===== src/rtl/fetch_seq_ctrl.sv =====
// rtl/fetch_seq_ctrl.sv - fetch-stage PC/imem request sequencer with drain path and ack timeout
module fetch_seq_ctrl #(
  parameter logic [31:0] RESET_PC    = 32'h0000_2000,
  parameter logic [31:0] TRAP_VEC    = 32'h0000_0100,
  parameter int          ACK_TIMEOUT = 16,
  parameter int          CNT_W       = 5
) (
  input  logic        clk,
  input  logic        reset,
  input  logic [31:0] pc_i,
  output logic        pc_en_n_o,
  output logic [31:0] next_pc_o,
  output logic        imem_req_o,
  output logic [31:0] imem_addr_o,
  input  logic        imem_ack_i,
  input  logic        stall_i,
  input  logic        redirect_i,
  input  logic [31:0] redirect_pc_i,
  input  logic        trap_i,
  output logic        if_valid_o,
  output logic        flush_o,
  output logic        fetch_fault_o
);

  typedef enum logic [1:0] {BOOT, FETCH, HOLD, DRAIN} state_t;

  // Counter value seen on the last waiting cycle before the limit is reached
  localparam logic [CNT_W-1:0] CNT_LAST = CNT_W'(ACK_TIMEOUT - 1);

  state_t           state_q, state_d;
  logic [CNT_W-1:0] cnt_q, cnt_d;
  logic             take_ctl;
  logic             expired;
  logic [31:0]      ctl_target;

  assign take_ctl   = trap_i | redirect_i;
  assign expired    = (cnt_q == CNT_LAST);
  assign ctl_target = trap_i ? {TRAP_VEC[31:2], 2'b00} : {redirect_pc_i[31:2], 2'b00};

  // Next-state, timeout counter and all PC/imem/IF-ID outputs
  always_comb begin
    state_d       = state_q;
    cnt_d         = '0;
    pc_en_n_o     = 1'b1;
    next_pc_o     = pc_i + 32'd4;
    imem_req_o    = 1'b0;
    imem_addr_o   = pc_i;
    if_valid_o    = 1'b0;
    flush_o       = 1'b0;
    fetch_fault_o = 1'b0;
    case (state_q)
      BOOT: begin
        next_pc_o = RESET_PC;
        state_d   = FETCH;
      end
      FETCH: begin
        imem_req_o = 1'b1;
        cnt_d      = cnt_q + CNT_W'(1);
        if (take_ctl) begin
          // Any same-cycle ack is stale: it belongs to the abandoned path
          pc_en_n_o = 1'b0;
          next_pc_o = ctl_target;
          flush_o   = 1'b1;
          cnt_d     = '0;
          state_d   = imem_ack_i ? FETCH : DRAIN;
        end else if (expired) begin
          pc_en_n_o     = 1'b0;
          next_pc_o     = {TRAP_VEC[31:2], 2'b00};
          flush_o       = 1'b1;
          fetch_fault_o = 1'b1;
          cnt_d         = '0;
          state_d       = imem_ack_i ? FETCH : DRAIN;
        end else if (imem_ack_i) begin
          if_valid_o = 1'b1;
          cnt_d      = '0;
          if (stall_i) begin
            state_d = HOLD;
          end else begin
            pc_en_n_o = 1'b0;
          end
        end
      end
      HOLD: begin
        if (take_ctl) begin
          pc_en_n_o = 1'b0;
          next_pc_o = ctl_target;
          flush_o   = 1'b1;
          state_d   = FETCH;
        end else begin
          if_valid_o = 1'b1;
          if (!stall_i) begin
            pc_en_n_o = 1'b0;
            state_d   = FETCH;
          end
        end
      end
      DRAIN: begin
        cnt_d = cnt_q + CNT_W'(1);
        if (take_ctl) begin
          pc_en_n_o = 1'b0;
          next_pc_o = ctl_target;
          flush_o   = 1'b1;
        end
        // The stale ack or the silent expiry both end the drain
        if (imem_ack_i || expired) begin
          cnt_d   = '0;
          state_d = FETCH;
        end
      end
      default: state_d = BOOT;
    endcase
  end

  // State and timeout counter registers
  always_ff @(posedge clk or posedge reset) begin
    if (reset) begin
      state_q <= BOOT;
      cnt_q   <= '0;
    end else begin
      state_q <= state_d;
      cnt_q   <= cnt_d;
    end
  end

endmodule


===== config.mk =====
export PLATFORM = sky130hd
export DESIGN_NAME = fetch_seq_ctrl
export DESIGN_NICKNAME = d
export VERILOG_FILES = /design/src/rtl/fetch_seq_ctrl.sv
export SDC_FILE = /design/constraint.sdc
export NUM_CORES = 1
export LEC_CHECK = 0
export ABC_AREA = 1
export CAP_MARGIN = 0
export CORE_ASPECT_RATIO = 1.5
export CORE_UTILIZATION = 40
export CTS_BUF_LIST = sky130_fd_sc_hd__clkbuf_4
export CTS_CLUSTER_DIAMETER = 30
export DETAILED_ROUTE_END_ITERATION = 8
export PLACE_DENSITY = 0.88
export SLEW_MARGIN = 20
export SYNTH_ARGS = -nofsm -noshare
export SYNTH_HDL_FRONTEND = slang
export SYNTH_SLANG_ARGS = --single-unit

===== constraint.sdc =====
create_clock -name clk -period 3.5 [get_ports clk]
set_input_delay 1.05 -clock clk [delete_from_list [all_inputs] [get_ports clk]]
set_output_delay 1.05 -clock clk [all_outputs]
set_load 0.005 [all_outputs]

==> metrics.md, run 1 <==
| Metric | Value |
|---|---|
| Crit path max fanout | `4` |
| Final slew viol count | `0` |
| Post-layout util | `83.7%` |
| Multi-input logic area | `1690 µm²` |
| Synth warn | `0` |
| H-Tree Depth | `1` |
| CP Launch Type | `primary input` |
| GRT overflow | `0` |
| Skew-Pair Late Insertion Delay | `0.25 ns` |
| Clk sink count | `7` |
| Total core area | `4930 µm²` |
| Vias per Instance | `5.21` |
| Seq/Total Area, Yosys | `8.37%` |
| Die area | `5530 µm²` |
| Mapped Area | `2090 µm²` |
| CTS root buf | `clkbuf_4` |
| Initial Util | `42.5%` |
| Worst Hold Class | `reg -> reg` |
| Via count | `3,367` |
| Pre-CTS WS | `-0.655 ns` |
| Leakage power | `2.12 nW` |
| Final setup vio count | `0` |
| Hold buffer count at CTS | `0` |
| Final WL | `10,100 µm` |
| Clk_skew | `0.00770 ns` |
| Wire length per cell | `15.7 µm` |
| Final-report hold violation count | `0` |
| Worst hold margin | `0.476 ns` |
| Setup ws final | `0.0306 ns` |
| Core Rows | `31` |
| WP data required | `2.45 ns` |
| Ports | `139` |
| Peak supply drop | `0.000323 V` |
| Commonest non-fill, non-tap cell in the layout | `nand2_1` |
| Worst-Margin Slew | `0.619 ns` |
| Post-DP HPWL | `7160 µm` |
| Final nets | `658` |
| Port bufs | `136` |
| Gpl congestion | `0.934` |
| Final Critical Period | `3.47 ns` |
| Layout cells sized above 1 | `32.2%` |
| Outcome | `complete, no violations` |
| Fin crit share | `99.1%` |
| Worst-case clock buffer depth | `2` |
| Clk slew on worst S/H paths | `0.05 ns` |
| Post-Synthesis Cells | `391` |
| Max-cap violations | `0` |
| RSZ-0062 raised after global routing | `yes` |
| WP data arrival | `2.42 ns` |
| All-Layer GR Usage | `35.0%` |
| Iter 0 DRT Violations | `144` |
| Die Width | `61.1 µm` |
| Mapped Nets | `468` |
| First-pass GRT wire length | `15,100 µm` |
| Layout fillers | `317` |
| Synthesized flop and latch total | `7` |
| Synth unique cells | `33` |
| Fmax | `0.288 GHz` |
| Largest net degree at the start of global routing | `17` |
| CTS tree | `yes` |
| Avg Cell Area, Syn | `5.35 µm²` |
| Cts bufs inserted | `3` |
| Crit Path Category | `in -> out` |
| Vias in the first global route | `3,419` |
| FF/Latch Area | `175 µm²` |
| Critical path capture point type | `primary output` |
| DR pass1 iterations | `4` |
| DRC viols | `0` |
| Area growth from synthesis to layout | `96.9%` |
| Chip height | `90.6 µm` |
| N_diodes | `0` |
| PD cells | `287 nW/µm²` |
| Most frequent cells in the layout | `nand2_1, buf_4, clkdlybuf4s50_1` |
| Max_slew headroom | `58.3%` |
| Initial antenna violation count | `0` |
| Post-route antenna net violation count | `0` |
| Setup TNS | `0 ns` |
## sequential cells by signal (all words and copies together), names as in the netlist
name and cells:
cnt_q 5, state_q 2
## final timing paths
path | end | cells past startpoint | slack [ns] | startpoint
min reg2reg | cnt_q[0]$_DFF_PP0_ | 1 | 0.48 | cnt_q[0]$_DFF_PP0_
max in group asynchronous | cnt_q[2]$_DFF_PP0_ | 2 | 2.27 | reset
min | cnt_q[0]$_DFF_PP0_ | 1 | 0.48 | cnt_q[0]$_DFF_PP0_
max reg2reg | state_q[0]$_DFFE_PP0P_ | 10 | 1.68 | cnt_q[0]$_DFF_PP0_
min in group asynchronous | state_q[1]$_DFFE_PP0P_ | 2 | 1.02 | reset
max | next_pc_o[30] | 10 | 0.03 | pc_i[18]
## through the flow
step | total power [W] | instances | area [µm²]
5_1_grt | 0.00127 | 646 | 4120
4_1_cts | 0.00113 | 639 | 4020
6_report | 0.00118 | 646 | 4120
3_5_place_dp | 0.00103 | 619 | 3760
2_1_floorplan | 0.000489 | 391 | 2090
3_3_place_gp | 0.00100 | 619 | 3760
## cells by family (layout without fill, tap and decap cells)
group	Yosys count	count (layout)	synth area share, %
adder cells (fa/ha/maj)	7	7	4.18
buffers and inverters	84	273	21.6
AO/OA/AOI/OAI	50	50	12.6
flip-flops	7	7	8.37
XOR/XNOR	10	10	4.18
AND/OR/NAND/NOR	233	233	49.0
## layer usage
metal	wire length (µm)	GRT usage [%]
met5	0	0
met1	3350	32.6
met2	5320	63.0
met4	597	21.4
met3	864	9.46
## Yosys cell counts
| master | count | area share (%) |
|---|---|---|
| nor2_2 | 5 | 1.5 |
| nand4_1 | 1 | 0.30 |
| and3_1 | 2 | 0.60 |
| inv_2 | 1 | 0.18 |
| nor2_8 | 1 | 0.96 |
| nor3b_1 | 1 | 0.36 |
| nor2_4 | 3 | 1.6 |
| o22ai_1 | 2 | 0.60 |
| o31ai_1 | 2 | 0.72 |
| buf_2 | 2 | 0.48 |
| xor2_1 | 5 | 2.1 |
| o21ai_1 | 2 | 0.48 |
| buf_6 | 1 | 0.54 |
| a21oi_1 | 17 | 4.1 |
| nand3_2 | 1 | 0.48 |
| a21boi_0 | 1 | 0.36 |
| nand2_2 | 4 | 1.2 |
| nor3_1 | 4 | 0.96 |
| buf_4 | 34 | 12 |
| nand3_4 | 1 | 0.84 |
| clkbuf_1 | 3 | 0.54 |
| dfrtp_1 | 7 | 8.4 |
| inv_1 | 43 | 7.7 |
| nand2_1 | 101 | 18 |
| o21ai_0 | 25 | 6.0 |
| xnor2_1 | 5 | 2.1 |
| nand2_4 | 1 | 0.54 |
| nor2_1 | 78 | 14 |
| a21oi_2 | 1 | 0.42 |
| nand3b_1 | 3 | 1.1 |
| ha_1 | 7 | 4.2 |
| nand3_1 | 26 | 6.2 |
| or2_2 | 1 | 0.30 |
## cell type report
type / instances / share of cell area [%]
repair buffers: 225 / 47.8
multi-input cells: 300 / 41.1
flip-flops and latches: 7 / 4.25
inverters: 44 / 4.13
well taps: 66 / 2.00
clock buffers: 4 / 0.729
## report_power, final
group          switching, W  total [W]  internal, W  leakage (nW)
logic              0.000473   0.000993     0.000520          2.01
clock network     0.0000270  0.0000781    0.0000511        0.0184
registers         0.0000144   0.000110    0.0000958        0.0922
total              0.000514    0.00118     0.000667          2.12
## critical path, stage by stage
cell           delay, ns
dlygate4sd2_1       0.27
nand2_1             0.10
nor2_2              0.13
nand2_1             0.13
nor2_2              0.16
buf_4               0.12
nand3_1             0.06
nand2_1             0.07
a21oi_1             0.06
dlygate4sd2_1       0.26
## timing repair
item                                    CTS  global route
endpoints found under the setup margin   36            22
pin swaps                                29            16
hold endpoints to repair                  0             0
gates cloned                              2             0
gates resized for setup                 175            38
setup buffers                            14             8
No activity file was read; power rests on OpenSTA's default activity.
==> inputs of run 2 (changes only) <==
Settings changed: SKIP_LAST_GASP set to 1.
==> run 2 against run 1 <==
Against the previous run:
- maximum frequency decreased by 0.38%
- register-to-register slack about the same
- clock power decreased by 1%
- largest power group unchanged
- final area decreased by 0.39%
- sequential share of layout area about the same
- critical path type unchanged
==> metrics.md, run 2 (synthesis gave the netlist of run 1 again) <==
| Metric | Value |
|---|---|
| Outcome | `complete, no violations` |
| Layout cells sized above 1 | `33.0% (+0.75 points)` |
| Via count | `3,315 (-1.5%)` |
| Clk slew on worst S/H paths | `0.05 ns (about the same)` |
| All-Layer GR Usage | `35.0% (unchanged)` |
| R2r endpoint | `state_q[0]$_DFFE_PP0P_` |
| Post-route antenna net violation count | `0 (unchanged)` |
| Die Width | `61.1 µm (unchanged)` |
| Fin crit share | `99.5% (+0.37 points)` |
| Vias in the first global route | `3,403 (-0.47%)` |
| Worst Hold Class | `reg -> reg` |
| Clock share of power | `6.5% (about the same)` |
| Reg with most FFs | `cnt_q` |
| Crit path max fanout | `4 (unchanged)` |
| M1 WL | `3340 µm (-0.33%)` |
| Regs by FF count | `cnt_q x5, state_q x2` |
| Switching pwr | `0.000512 W (-0.39%)` |
| Total core area | `4930 µm² (unchanged)` |
| Wire length per cell | `15.4 µm (-2.1%)` |
| RSZ-0062 raised after global routing | `yes` |
| H-Tree Depth | `1 (unchanged)` |
| Most frequent cells in the layout | `nand2_1, buf_4, clkdlybuf4s50_1` |
| CP Launch Point | `pc_i[18]` |
| CP Launch Type | `primary input` |
| Iter 0 DRT Violations | `179 (+24%)` |
| Final setup vio count | `0 (unchanged)` |
| CP cell instances | `dlygate4sd2_1 -> nand2_1 -> nor2_2 -> nand2_1 -> nor2_2 -> buf_4 -> nand3_1 -> nand2_1 -> a21oi_1 -> dlygate4sd2_1` |
| Max_slew headroom | `57.3% (-1.0 points)` |
| Final Critical Period | `3.48 ns (+0.0131 ns)` |
| N_diodes | `0 (unchanged)` |
| Switching share of power | `43.5% (-0.091 points)` |
| Worst-Margin Slew | `0.634 ns (+0.0148 ns)` |
| First-pass GRT wire length | `15,100 µm (about the same)` |
| Top cell by count, worst path | `nand2_1` |
| Crit path buffers/inverters | `3 (unchanged)` |
| Final-report hold violation count | `0 (unchanged)` |
| WP data required | `2.45 ns (about the same)` |
| Met3 WL post-DR | `796 µm (-7.9%)` |
| Initial antenna violation count | `0 (unchanged)` |
| Seq pwr share | `9.4% (about the same)` |
| CP peak stage delay | `0.27 ns (about the same)` |
| Initial Util | `42.5% (unchanged)` |
| Skew-Pair Late Insertion Delay | `0.25 ns (about the same)` |
| Ports | `139 (unchanged)` |
| Port bufs | `136 (unchanged)` |
| Commonest non-fill, non-tap cell in the layout | `nand2_1` |
| Die area | `5530 µm² (unchanged)` |
| Crit path capture | `next_pc_o[30]` |
| Slowest CP cell | `dlygate4sd2_1` |
| Wire length on met2 | `5280 µm (-0.77%)` |
| Gpl congestion | `0.934 (unchanged)` |
| Final slew viol count | `0 (unchanged)` |
| Core Rows | `31 (unchanged)` |
| Hold buffer count at CTS | `0 (unchanged)` |
| GRT overflow | `0 (unchanged)` |
| Pre-CTS WS | `-0.655 ns (unchanged)` |
| PD cells | `287 nW/µm² (+0.21%)` |
| Post-DP HPWL | `7160 µm (unchanged)` |
| Largest net degree at the start of global routing | `17 (unchanged)` |
| Setup ws final | `0.0175 ns (-0.0131 ns)` |
| Top Layer Used | `met4` |
| DRC viols | `0 (unchanged)` |
| FF-to-FF Start | `cnt_q[0]$_DFF_PP0_` |
| CTS tree | `yes` |
| Crit Path Category | `in -> out` |
| Int Pwr | `0.000666 W (about the same)` |
| Chip height | `90.6 µm (unchanged)` |
| Final nets | `657 (-0.15%)` |
| Final WL | `9910 µm (-2.2%)` |
| Vias per Instance | `5.14 (-1.4%)` |
| Clk sink count | `7 (unchanged)` |
| Worst path depth | `10 (unchanged)` |
| Peak supply drop | `0.000308 V (-4.9%)` |
| Setup TNS | `0 ns (unchanged)` |
| DR pass1 iterations | `5 (+1)` |
| Fmax | `0.287 GHz (-0.38%)` |
| Clk_skew | `0.00782 ns (+0.000114 ns)` |
| Crit path max-delay family | `simple AND/OR/NAND/NOR gates` |
| Total power | `0.00118 W (-0.19%)` |
| Worst-case clock buffer depth | `2 (unchanged)` |
| Area after DPL | `3760 µm² (unchanged)` |
| Max-cap violations | `0 (unchanged)` |
| FF-to-FF setup slack | `1.69 ns (about the same)` |
| Combinational power share | `84.1% (about the same)` |
| Layout fillers | `314 (-0.95%)` |
| Critical path capture point type | `primary output` |
| Leakage power | `2.15 nW (+1.7%)` |
| Cell area after layout | `4110 µm² (-0.39%)` |
| WP data arrival | `2.43 ns (about the same)` |
| Reg2Reg Depth | `10 (unchanged)` |
| Cts bufs inserted | `3 (unchanged)` |
| Area growth from synthesis to layout | `96.1%` |
| Largest register FFs | `5 (unchanged)` |
| CTS root buf | `clkbuf_4` |
## run 2: cell count changes in the layout (fill, tap and decap cells not counted), sizes merged, moves of 2 or more
cell,delta
buf,-2
clkbuf,+4
clkdlybuf4s50,-2
dlygate4sd2,-5
dlymetal6s2s,+4
## run 2: power groups by stage
stage                     registers [W]  clock network (W)  logic, W
after global routing           0.000111          0.0000832   0.00107
final                          0.000110          0.0000772  0.000991
after global placement         0.000108                  0  0.000894
after CTS                      0.000110          0.0000803  0.000955
after floorplan                0.000107                  0  0.000383
after detailed placement       0.000111                  0  0.000923
## run 2: worst min-delay path by stage
stage | to | cells after the start | slack [ns] | start
final | cnt_q[0]$_DFF_PP0_ | 1 | 0.48 | cnt_q[0]$_DFF_PP0_
after global routing | cnt_q[0]$_DFF_PP0_ | 1 | 0.49 | cnt_q[0]$_DFF_PP0_
after CTS | cnt_q[0]$_DFF_PP0_ | 1 | 0.48 | cnt_q[0]$_DFF_PP0_
after detailed placement | cnt_q[0]$_DFF_PP0_ | 1 | 0.46 | cnt_q[0]$_DFF_PP0_
after global placement | cnt_q[0]$_DFF_PP0_ | 1 | 0.44 | cnt_q[0]$_DFF_PP0_
after floorplan | cnt_q[0]$_DFF_PP0_ | 1 | 0.43 | cnt_q[0]$_DFF_PP0_
## run 2: what timing repair did
action,CTS,global route
gates cloned,2,0
resized for setup,168,50
endpoints found under the setup margin,36,27
buffers inserted,14,8
pin swaps,29,18
## run 2: metrics by stage
stage	hold WS [ns]	std cells	util (%)
final	0.478	645	83.3
after global routing	0.494	645	83.3
after floorplan	0.433	391	-
after detailed placement	0.459	619	76.3
after CTS	0.477	639	81.9
after global placement	0.445	619	76.3
## run 2: area by class of cell
| cell class | instances | area [µm²] | area share (%) |
|---|---|---|---|
| well taps | 66 | 82.6 | 2.01 |
| inverters | 44 | 173 | 4.21 |
| repair buffers | 224 | 1960 | 47.8 |
| flip-flops and latches | 7 | 175 | 4.27 |
| multi-input cells | 300 | 1680 | 41.0 |
| clock buffers | 4 | 30.0 | 0.731 |
## run 2: metal layers
layer	up-vias	track usage [%]
met4	0	21.0
met5	-	0
met1	1502	33.0
met3	50	8.74
li1	1584	-
met2	179	63.1
